**src/rtl/spi_rx_pkg.sv**
```systemverilog
// spi_rx_pkg: shared state/width encodings and the frame-width mask helper for the SPI datapath
package spi_rx_pkg;
   typedef enum logic [1:0] {ST_IDLE = 2'b00, ST_DATA = 2'b01, ST_CRC = 2'b10, ST_DONE = 2'b11} rx_state_t;
   typedef enum logic [1:0] {DF_8 = 2'b00, DF_16 = 2'b01, DF_32 = 2'b10, DF_32B = 2'b11} df_t;
   function automatic logic [31:0] df_mask(input logic [1:0] df);
      return (df == DF_8) ? 32'h0000_00FF : (df == DF_16) ? 32'h0000_FFFF : 32'hFFFF_FFFF;
   endfunction
endpackage

```
**src/rtl/spi_rx_seq_if.sv**
```systemverilog
// spi_rx_seq_if: control, frame and status bundle between the receive sequencer and its neighbours
interface spi_rx_seq_if #(parameter int PTR_W = 2);
   logic             rx_enable;
   logic [1:0]       df;
   logic             crc_en;
   logic [12:0]      spi_tnum_max;
   logic             frm_vld;
   logic [31:0]      frm_data;
   logic [31:0]      crc_calc;
   logic             rd_en;
   logic             ovr_clr;
   logic             crcerr_clr;
   logic [31:0]      rd_data;
   logic             rxne;
   logic             rx_full;
   logic [PTR_W:0]   fifo_level;
   logic             ovr;
   logic             crcerr;
   logic             crc_init;
   logic             rx_done;
   logic [1:0]       rx_state;
   modport master(
      output rx_enable, df, crc_en, spi_tnum_max, frm_vld, frm_data, crc_calc, rd_en, ovr_clr, crcerr_clr,
      input  rd_data, rxne, rx_full, fifo_level, ovr, crcerr, crc_init, rx_done, rx_state
   );
   modport slave(
      input  rx_enable, df, crc_en, spi_tnum_max, frm_vld, frm_data, crc_calc, rd_en, ovr_clr, crcerr_clr,
      output rd_data, rxne, rx_full, fifo_level, ovr, crcerr, crc_init, rx_done, rx_state
   );
endinterface

```
**src/rtl/spi_rx_fifo.sv**
```systemverilog
// spi_rx_fifo: small synchronous FIFO with zero-latency head read; a push on full only lands if a pop frees the slot
module spi_rx_fifo #(
   parameter int FIFO_DEPTH = 4,
   parameter int PTR_W      = 2
) (
   input  logic             clk_rx,
   input  logic             spi_rx_rstn,
   input  logic             i_push,
   input  logic             i_pop,
   input  logic [31:0]      i_data,
   output logic [31:0]      o_data,
   output logic             o_full,
   output logic             o_empty,
   output logic [PTR_W:0]   o_level
);
   logic [31:0]      r_mem [FIFO_DEPTH];
   logic [PTR_W-1:0] r_wr_ptr;
   logic [PTR_W-1:0] r_rd_ptr;
   logic [PTR_W:0]   r_level;
   logic             w_push;
   logic             w_pop;
   assign w_pop   = i_pop && !o_empty;
   assign w_push  = i_push && (!o_full || w_pop);
   assign o_data  = r_mem[r_rd_ptr];
   assign o_full  = r_level == (PTR_W+1)'(FIFO_DEPTH);
   assign o_empty = r_level == '0;
   assign o_level = r_level;
   // pointer, occupancy and storage update
   always_ff @(posedge clk_rx or negedge spi_rx_rstn)
      if (!spi_rx_rstn) begin
         r_wr_ptr <= '0;
         r_rd_ptr <= '0;
         r_level  <= '0;
         for (int i = 0; i < FIFO_DEPTH; i++) r_mem[i] <= '0;
      end else begin
         if (w_push) r_mem[r_wr_ptr] <= i_data;
         if (w_push) r_wr_ptr <= r_wr_ptr + 1'b1;
         if (w_pop) r_rd_ptr <= r_rd_ptr + 1'b1;
         r_level <= r_level + {{PTR_W{1'b0}}, w_push} - {{PTR_W{1'b0}}, w_pop};
      end
endmodule

```
**src/rtl/spi_rx_seq.sv**
```systemverilog
// spi_rx_seq: frame-level receive sequencer -- counts data frames, checks the trailing CRC frame, raises status
module spi_rx_seq #(
   parameter int FIFO_DEPTH = 4,
   parameter int PTR_W      = 2
) (
   input logic          clk_rx,
   input logic          spi_rx_rstn,
   spi_rx_seq_if.slave  bus
);
   import spi_rx_pkg::*;
   rx_state_t     r_state;
   logic [12:0]   r_cnt;
   logic          r_crc_init;
   logic          r_rx_done;
   logic          r_ovr;
   logic          r_crcerr;
   logic [12:0]   w_max;
   logic          w_last;
   logic          w_push;
   logic          w_full;
   logic          w_empty;
   logic          w_ovr_set;
   logic          w_crc_bad;
   assign w_max     = (bus.spi_tnum_max == '0) ? 13'd1 : bus.spi_tnum_max;
   assign w_last    = ({1'b0, r_cnt} + 14'd1) >= {1'b0, w_max};
   assign w_push    = (r_state == ST_DATA) && bus.rx_enable && bus.frm_vld;
   assign w_ovr_set = w_push && w_full && !bus.rd_en;
   assign w_crc_bad = (r_state == ST_CRC) && bus.rx_enable && bus.frm_vld &&
                      |((bus.frm_data ^ bus.crc_calc) & df_mask(bus.df));
   spi_rx_fifo #(.FIFO_DEPTH(FIFO_DEPTH), .PTR_W(PTR_W)) u_fifo (
      .clk_rx      (clk_rx),
      .spi_rx_rstn (spi_rx_rstn),
      .i_push      (w_push),
      .i_pop       (bus.rd_en),
      .i_data      (bus.frm_data),
      .o_data      (bus.rd_data),
      .o_full      (w_full),
      .o_empty     (w_empty),
      .o_level     (bus.fifo_level)
   );
   // transfer sequencing: state, frame counter and registered crc_init/rx_done
   always_ff @(posedge clk_rx or negedge spi_rx_rstn)
      if (!spi_rx_rstn) begin
         r_state    <= ST_IDLE;
         r_cnt      <= '0;
         r_crc_init <= 1'b1;
         r_rx_done  <= 1'b0;
      end else if (!bus.rx_enable) begin
         r_state    <= ST_IDLE;
         r_cnt      <= '0;
         r_crc_init <= 1'b1;
         r_rx_done  <= 1'b0;
      end else begin
         case (r_state)
            ST_IDLE: begin
               r_state    <= ST_DATA;
               r_crc_init <= 1'b0;
            end
            ST_DATA: if (bus.frm_vld) begin
               r_cnt <= r_cnt + 13'd1;
               if (w_last) begin
                  r_state    <= bus.crc_en ? ST_CRC : ST_DONE;
                  r_crc_init <= !bus.crc_en;
                  r_rx_done  <= !bus.crc_en;
               end
            end
            ST_CRC: if (bus.frm_vld) begin
               r_state    <= ST_DONE;
               r_crc_init <= 1'b1;
               r_rx_done  <= 1'b1;
            end
            default: ;
         endcase
      end
   // sticky status flags; a set in the same cycle beats a clear
   always_ff @(posedge clk_rx or negedge spi_rx_rstn)
      if (!spi_rx_rstn) begin
         r_ovr    <= 1'b0;
         r_crcerr <= 1'b0;
      end else begin
         r_ovr    <= w_ovr_set || (r_ovr && !bus.ovr_clr);
         r_crcerr <= w_crc_bad || (r_crcerr && !bus.crcerr_clr);
      end
   assign bus.rxne     = !w_empty;
   assign bus.rx_full  = w_full;
   assign bus.ovr      = r_ovr;
   assign bus.crcerr   = r_crcerr;
   assign bus.crc_init = r_crc_init;
   assign bus.rx_done  = r_rx_done;
   assign bus.rx_state = r_state;
endmodule

```
**src/flat_wrapper.sv**
```systemverilog
// flat-port wrapper written by rule: the top's interface ports become plain ports
module spi_rx_seq_flat import spi_rx_pkg::*;
#(
   parameter int FIFO_DEPTH = 4,
   parameter int PTR_W      = 2
)
  (clk_rx, spi_rx_rstn, bus_rx_enable, bus_df, bus_crc_en, bus_spi_tnum_max, bus_frm_vld, bus_frm_data, bus_crc_calc, bus_rd_en, bus_ovr_clr, bus_crcerr_clr, bus_rd_data, bus_rxne, bus_rx_full, bus_fifo_level, bus_ovr, bus_crcerr, bus_crc_init, bus_rx_done, bus_rx_state);
  spi_rx_seq_if #(.PTR_W(PTR_W)) bus_i ();
  input logic clk_rx;
  input logic spi_rx_rstn;
  input wire logic [$bits(bus_i.rx_enable)-1:0] bus_rx_enable;
  input wire logic [$bits(bus_i.df)-1:0] bus_df;
  input wire logic [$bits(bus_i.crc_en)-1:0] bus_crc_en;
  input wire logic [$bits(bus_i.spi_tnum_max)-1:0] bus_spi_tnum_max;
  input wire logic [$bits(bus_i.frm_vld)-1:0] bus_frm_vld;
  input wire logic [$bits(bus_i.frm_data)-1:0] bus_frm_data;
  input wire logic [$bits(bus_i.crc_calc)-1:0] bus_crc_calc;
  input wire logic [$bits(bus_i.rd_en)-1:0] bus_rd_en;
  input wire logic [$bits(bus_i.ovr_clr)-1:0] bus_ovr_clr;
  input wire logic [$bits(bus_i.crcerr_clr)-1:0] bus_crcerr_clr;
  output wire logic [$bits(bus_i.rd_data)-1:0] bus_rd_data;
  output wire logic [$bits(bus_i.rxne)-1:0] bus_rxne;
  output wire logic [$bits(bus_i.rx_full)-1:0] bus_rx_full;
  output wire logic [$bits(bus_i.fifo_level)-1:0] bus_fifo_level;
  output wire logic [$bits(bus_i.ovr)-1:0] bus_ovr;
  output wire logic [$bits(bus_i.crcerr)-1:0] bus_crcerr;
  output wire logic [$bits(bus_i.crc_init)-1:0] bus_crc_init;
  output wire logic [$bits(bus_i.rx_done)-1:0] bus_rx_done;
  output wire logic [$bits(bus_i.rx_state)-1:0] bus_rx_state;
  assign bus_i.rx_enable = bus_rx_enable;
  assign bus_i.df = bus_df;
  assign bus_i.crc_en = bus_crc_en;
  assign bus_i.spi_tnum_max = bus_spi_tnum_max;
  assign bus_i.frm_vld = bus_frm_vld;
  assign bus_i.frm_data = bus_frm_data;
  assign bus_i.crc_calc = bus_crc_calc;
  assign bus_i.rd_en = bus_rd_en;
  assign bus_i.ovr_clr = bus_ovr_clr;
  assign bus_i.crcerr_clr = bus_crcerr_clr;
  assign bus_rd_data = bus_i.rd_data;
  assign bus_rxne = bus_i.rxne;
  assign bus_rx_full = bus_i.rx_full;
  assign bus_fifo_level = bus_i.fifo_level;
  assign bus_ovr = bus_i.ovr;
  assign bus_crcerr = bus_i.crcerr;
  assign bus_crc_init = bus_i.crc_init;
  assign bus_rx_done = bus_i.rx_done;
  assign bus_rx_state = bus_i.rx_state;
  spi_rx_seq #(.FIFO_DEPTH(FIFO_DEPTH), .PTR_W(PTR_W)) u_core (.clk_rx(clk_rx), .spi_rx_rstn(spi_rx_rstn), .bus(bus_i));
endmodule
```
**config.mk**
```make
export PLATFORM = sky130hd
export DESIGN_NAME = spi_rx_seq_flat
export DESIGN_NICKNAME = d
export VERILOG_FILES = /design/src/rtl/spi_rx_pkg.sv /design/src/rtl/spi_rx_seq_if.sv /design/src/rtl/spi_rx_fifo.sv /design/src/rtl/spi_rx_seq.sv /design/src/flat_wrapper.sv
export SDC_FILE = /design/constraint.sdc
export NUM_CORES = 1
export LEC_CHECK = 0
export CORE_UTILIZATION = 69
export CTS_CLUSTER_SIZE = 20
export DETAILED_ROUTE_END_ITERATION = 8
export DONT_BUFFER_PORTS = 1
export PLACE_DENSITY_LB_ADDON = 0.05
export SYNTH_ARGS = -nofsm -noshare
export SYNTH_HDL_FRONTEND = slang
export SYNTH_SLANG_ARGS = --single-unit
```
**constraint.sdc**
```tcl
create_clock -name clk_rx -period 8.45 [get_ports clk_rx]
set_clock_uncertainty 0.2 [all_clocks]
set_input_delay 2.535 -clock clk_rx [delete_from_list [all_inputs] [get_ports clk_rx]]
set_output_delay 2.535 -clock clk_rx [all_outputs]
set_load 0.05 [all_outputs]
```
== Word-level counts from Yosys, hierarchy flattened ==
Index checks and enable logic that the tools add are counted.

* Register bits after elaboration: 154
* Memories: 0
* Bits in writable memories: 0
* Output and inout bits: 43
* Input bits: 87
* Logic and storage cells: 92
* Bits in latches: 0
* Bits in read-only memories: 0

* Div/mod/pow operators: 0
* Magnitude comparators: 4
* Reductions and logical operators: 29
* Bitwise gates (word level): 4
* Equal/unequal tests: 11
* Multipliers: 0
* Shifts and indexed selects: 0
* $add $sub $neg: 6
* Multiplexer cells: 25

{| class="wikitable"
|+ Operator list
! operator !! number
|-
| 32-bit two-way mux || 5
|-
| 128-bit bitwise mux || 1
|-
| 32-bit binary-select mux with 2-bit select || 1
|-
| 32-bit demux with 2-bit select || 1
|-
| 13-bit two-way mux || 4
|-
| 32-bit bitwise AND || 1
|-
| 32-bit OR reduction || 1
|-
| 32-bit XOR || 1
|-
| 13-bit by 1-bit adder with 14-bit output (second input constant) || 1
|-
| 14-bit by 13-bit greater-or-equal comparator with 1-bit output || 1
|-
| 13-bit by 1-bit adder with 13-bit output (second input constant) || 1
|-
| 13-bit zero test || 1
|-
| 1-bit logical AND || 12
|-
| 2-bit two-way mux || 4
|-
| 4-bit AND reduction || 2
|-
| 3-bit greater-or-equal comparator (second input constant) || 2
|-
| 1-bit zero test || 6
|-
| 1-bit two-way mux || 6
|-
| 3-bit != test (second input constant) || 2
|-
| 2-bit inverter with 3-bit output || 2
|-
| 2-bit case mux with 3 select lines || 1
|-
| 2-bit by 1-bit adder with 2-bit output (second input constant) || 2
|-
| 2-bit by 1-bit equality test with 1-bit output (second input constant) || 2
|-
| 2-bit zero test || 2
|-
| 14 further kinds || 17
|}

== Longest topological paths before layout ==
* Depth in word-level cells: 7
* Gate-level depth with buffers: 14
* Mapped depth without buffers: 12

== By module ==
A second synthesis with hierarchy kept.

* Cells, all modules: 565
* Area, all modules: 7883.8 um^2

{| class="wikitable"
|+ By module, submodules not included
! module !! times used !! cells an instance !! area each (um^2)
|-
| spi_rx_fifo || 1 || 348 || 5970.7
|-
| spi_rx_seq || 1 || 217 || 1913.1
|}

== Worst setup path before layout ==
OpenSTA, ideal clock, no wires.

* Path kind: input -> register
* From: input bus_frm_vld
* To: register u_core.u_fifo.r_level[2], in the netlist u_core.u_fifo.o_level[2]
* Cell stages on the path: 12
* Data arrival time: 4.247 ns
* Data required time: 8.105 ns
* Path slack: 3.858 ns
* Library setup time: 0.145 ns
* Path through: buf_4 > nand3_1 > nor2b_4 > buf_6 > inv_1 > ha_1 > inv_1 > ha_1 > inv_1 > fa_1 > xnor2_1 > xnor2_1

* Longest elaborated chain between the ends: 4

{| class="wikitable"
|+ Ends and longest elaborated chain
! what !! RTL line !! text
|-
| start: declaration || flat_wrapper.sv:15 || <nowiki>input wire logic [$bits(bus_i.frm_vld)-1:0] bus_frm_vld;</nowiki>
|-
| 1-bit logical AND || spi_rx_seq.sv:26 || <nowiki>assign w_push = (r_state == ST_DATA) && bus.rx_enable && bus.frm_vld;</nowiki>
|-
| 1-bit logical AND || spi_rx_fifo.sv:23 || <nowiki>assign w_push = i_push && (!o_full || w_pop);</nowiki>
|-
| 3-bit by 1-bit adder with 3-bit output || spi_rx_fifo.sv:39 || <nowiki>r_level <= r_level + {{PTR_W{1'b0}}, w_push} - {{PTR_W{1'b0}}, w_pop};</nowiki>
|-
| 3-bit by 1-bit subtractor with 3-bit output || spi_rx_fifo.sv:39 ||
|-
| end signal: assignment || spi_rx_fifo.sv:39 ||
|-
| end: declaration || spi_rx_fifo.sv:19 || <nowiki>logic [PTR_W:0] r_level;</nowiki>
|}

Every way passes these cells.
A chain may end at the register's enable or synchronous reset.

== Final worst setup path ==
* From: register u_core.u_fifo.r_rd_ptr[0]
* To: output bus_rd_data[5]

* Longest elaborated chain between the ends: 4

{| class="wikitable"
|+ Ends and longest elaborated chain
! what !! RTL line !! text
|-
| start: declaration || spi_rx_fifo.sv:18 || <nowiki>logic [PTR_W-1:0] r_rd_ptr;</nowiki>
|-
| start signal: assignment || spi_rx_fifo.sv:38 || <nowiki>if (w_pop) r_rd_ptr <= r_rd_ptr + 1'b1;</nowiki>
|-
| 2-bit inverter with 3-bit output (implied by the code) || spi_rx_fifo.sv:24 || <nowiki>assign o_data = r_mem[r_rd_ptr];</nowiki>
|-
| 32-bit binary-select mux with 2-bit select || spi_rx_fifo.sv:24 ||
|-
| 32-bit two-way mux (implied by the code) (2 in a row) || spi_rx_fifo.sv:24 ||
|-
| end: declaration || flat_wrapper.sv:21 || <nowiki>output wire logic [$bits(bus_i.rd_data)-1:0] bus_rd_data;</nowiki>
|}

Every way passes these cells. The select of a mux whose other input is x is not followed.

==> results.cfg <==
[global_route]
antenna_found_initial = 0
grt_start_max_net_pins = 155
grt.total_usage_pct = 29.1
grt_overflow = 0
grt_pass1_vias = 4931
grt_pass1_wl_um = 25700

[clock_tree]
cts_buffers = 17
cts-hold-fix-buffers = 0
clkLatencyLatePin_ns = 0.42
post_cts.repair.setup_buffers = 0
clkTransAtPathRegs_ns = 0.06
cts_tree = built
clock-sinks = 154
clk_path_buf_depth = 2
post_cts_resized = 0
root_buffer = clkbuf_16
cts_max_level = 4

[route]
post_drt_wl_per_cell_um = 22.1
ant_nets = 0
routed_wl_um = 16100
drt-initial-drc-count = 294
dr.pass1.iters = 6
vias = 4691
drc_errors = 0
via_per_inst = 6.47

[layout]
final_design_area_no_fill_mm2 = 0.00867
area_delta_synth_final_pct = 8.03
drive_gt1_share_pct = 18.7
layout.nets = 680
n_antenna_cell = 0
fillers = 714

[floorplan]
fp.dieH_um = 110
ioPinCount = 130
die-area_mm2 = 0.0121
initial_core_util_pct = 70.6
core_mm2 = 0.0114
fp.dieW_um = 110
num_rows = 39

[setup_path]
crit_required_ns = 5.72
crit_buf_inv = 1
path_class = reg -> out
cpMaxStageDelayCell = mux4_2
cp.arrival_ns = 2.34
cpLargestDelayFamily = multiplexers
critPathCaptureType = primary output
max_stage_delay_ns = 0.73
cp_cell_sequence = buf_4 > mux4_2
crit_fanout = 19
startpoint_type = flop

[pwr]
peakVddDrop_mv = 0.288
p_leak_uw = 0.00409
powerDensity_mw_per_mm2 = 391

[timing]
min_period_over_period_pct = 60.0
fin_crit_ns = 5.07
hold_ws_ns = 0.288
rsz0062_at_grt = false
hold_violations = 0
worstMarginPinSlew_ns = 0.887
slew_headroom_pct = 40.6
fmax_mhz = 197
setup_viol = 0
slew_viol_final = 0
setup_tns_ns = 0

[yosys]
synth.distinct_cells = 53
synth-async-reset-ratio_pct = 100
syn_area_mm2 = 0.00803
syn-num-nets = 685
synthCells = 574
yosysSeqAreaShare_pct = 48.0
synth_top_area_share_pct = 47.7
synth_flop_cell = dfrtp_1
syn_area_per_cell_um2 = 14.0
ys_seq_elements = 154
synth.area.top_cells = dfrtp_1, mux2_1, mux4_2
yosys_warnings = 0
post-synth-top-area-cell = dfrtp_1
synth_edf_count = 0

[placement]
port_buffers = 0
place_congestion = 0.816
dp_hpwl_um = 10600
place_area_mm2 = 0.00802

[run]
cap_violations = 0

[run_status]
status = complete, no violations

[hold_path]
hold_class = reg -> reg
==> routing by layer <==
metal	GRT usage [%]	up-vias	share of wire (%)
met1	36.6	2426	42
met3	8.24	23	6.0
met5	0	-	0
met4	12.1	0	1.7
met2	47.3	154	50
li1	-	2088	-
==> final timing paths <==
check                                     startpoint                  endpoint  cells past startpoint  slack [ns]
hold / removal               u_core.u_fifo.r_mem[58]   u_core.u_fifo.r_mem[58]                      1        0.29
setup / recovery           u_core.u_fifo.r_rd_ptr[0]            bus_rd_data[5]                      2        3.38
hold reg to reg              u_core.u_fifo.r_mem[58]   u_core.u_fifo.r_mem[58]                      1        0.29
max in group asynchronous                spi_rx_rstn       u_core.bus.crc_init                      0        6.19
min in group asynchronous                spi_rx_rstn   u_core.u_fifo.r_mem[84]                      0        1.60
setup reg to reg            u_core.u_fifo.o_level[2]  u_core.u_fifo.o_level[2]                     11        4.95
==> cells by family after synthesis <==
kind of cell	synth area share, %
adder cells (fa/ha/maj)	3.83
AO/OA/AOI/OAI	4.29
buffers and inverters	3.63
XOR/XNOR	5.78
AND/OR/NAND/NOR	6.42
multiplexers	28.0
flip-flops	48.0
==> synthesized netlist by cell type (4+ instances only) <==
| cell | number |
|---|---|
| dfrtp_1 | 153 |
| mux2_1 | 101 |
| xnor2_1 | 36 |
| mux4_2 | 32 |
| ha_1 | 23 |
| inv_1 | 23 |
| mux2_4 | 20 |
| xor2_1 | 17 |
| buf_6 | 13 |
| nand2_1 | 13 |
| o21ai_0 | 13 |
| nand3_1 | 12 |
| mux2_2 | 8 |
| nand4_1 | 8 |
| or3_1 | 8 |
| a21oi_1 | 7 |
| and2_1 | 7 |
| clkbuf_1 | 7 |
| nor4_1 | 6 |
| a21boi_1 | 5 |
| buf_2 | 5 |
| nor2_1 | 5 |
| nand2_4 | 4 |
| nand2b_1 | 4 |
| o21a_1 | 4 |
==> area by class of cell <==
type	count	area [µm²]	area share (%)
Timing Repair Buffer	2	15.0	0.173
Tap cell	143	179	2.06
Sequential cell	154	3860	44.5
Clock inverter	11	194	2.24
Clock buffer	21	460	5.31
Inverter	23	86.3	0.996
Multi-Input combinational cell	371	3880	44.7
==> power by group <==
part	internal (µW)	switching (µW)	leakage (µW)
registers	1030	272	0.00199
clock network	540	293	0.000317
logic	490	765	0.00178
total	2060	1330	0.00409
==> state kept, by name (all words and copies together) (netlist names) <==
| register | count |
|---|---|
| u_core.bus.rx_done | 1 |
| u_core.r_cnt | 13 |
| u_core.bus.crc_init | 1 |
| u_core.u_fifo.r_rd_ptr | 2 |
| u_core.bus.ovr | 1 |
| u_core.bus.rx_state | 2 |
| u_core.u_fifo.o_level | 3 |
| u_core.u_fifo.r_mem | 128 |
| u_core.u_fifo.r_wr_ptr | 2 |
| u_core.bus.crcerr | 1 |
==> metrics by stage <==
stage | utilization (%) | power (µW) | setup slack (ns) | std cells
final | 76.3 | 3390 | 3.38 | 725
after global routing | 76.3 | 3550 | 3.21 | 725
after floorplan | - | 2390 | 3.86 | 574
after detailed placement | 70.5 | 2570 | 3.73 | 693
after CTS | 76.3 | 3420 | 3.33 | 725
after global placement | 70.5 | 2510 | 3.81 | 693
==> cells in the final DEF, fill, tap and decap left out, types with 13 or more instances in the layout <==
| master | Yosys | routed |
|---|---|---|
| dfrtp_1 | 153 | 152 |
| o21ai_0 | 13 | 13 |
| ha_1 | 23 | 23 |
| xor2_1 | 17 | 17 |
| mux2_1 | 101 | 101 |
| nand2_1 | 13 | 13 |
| clkbuf_16 | 0 | 17 |
| xnor2_1 | 36 | 36 |
| mux2_4 | 20 | 20 |
| mux4_2 | 32 | 32 |
| inv_1 | 23 | 23 |
No activity file was read; power rests on OpenSTA's default activity.
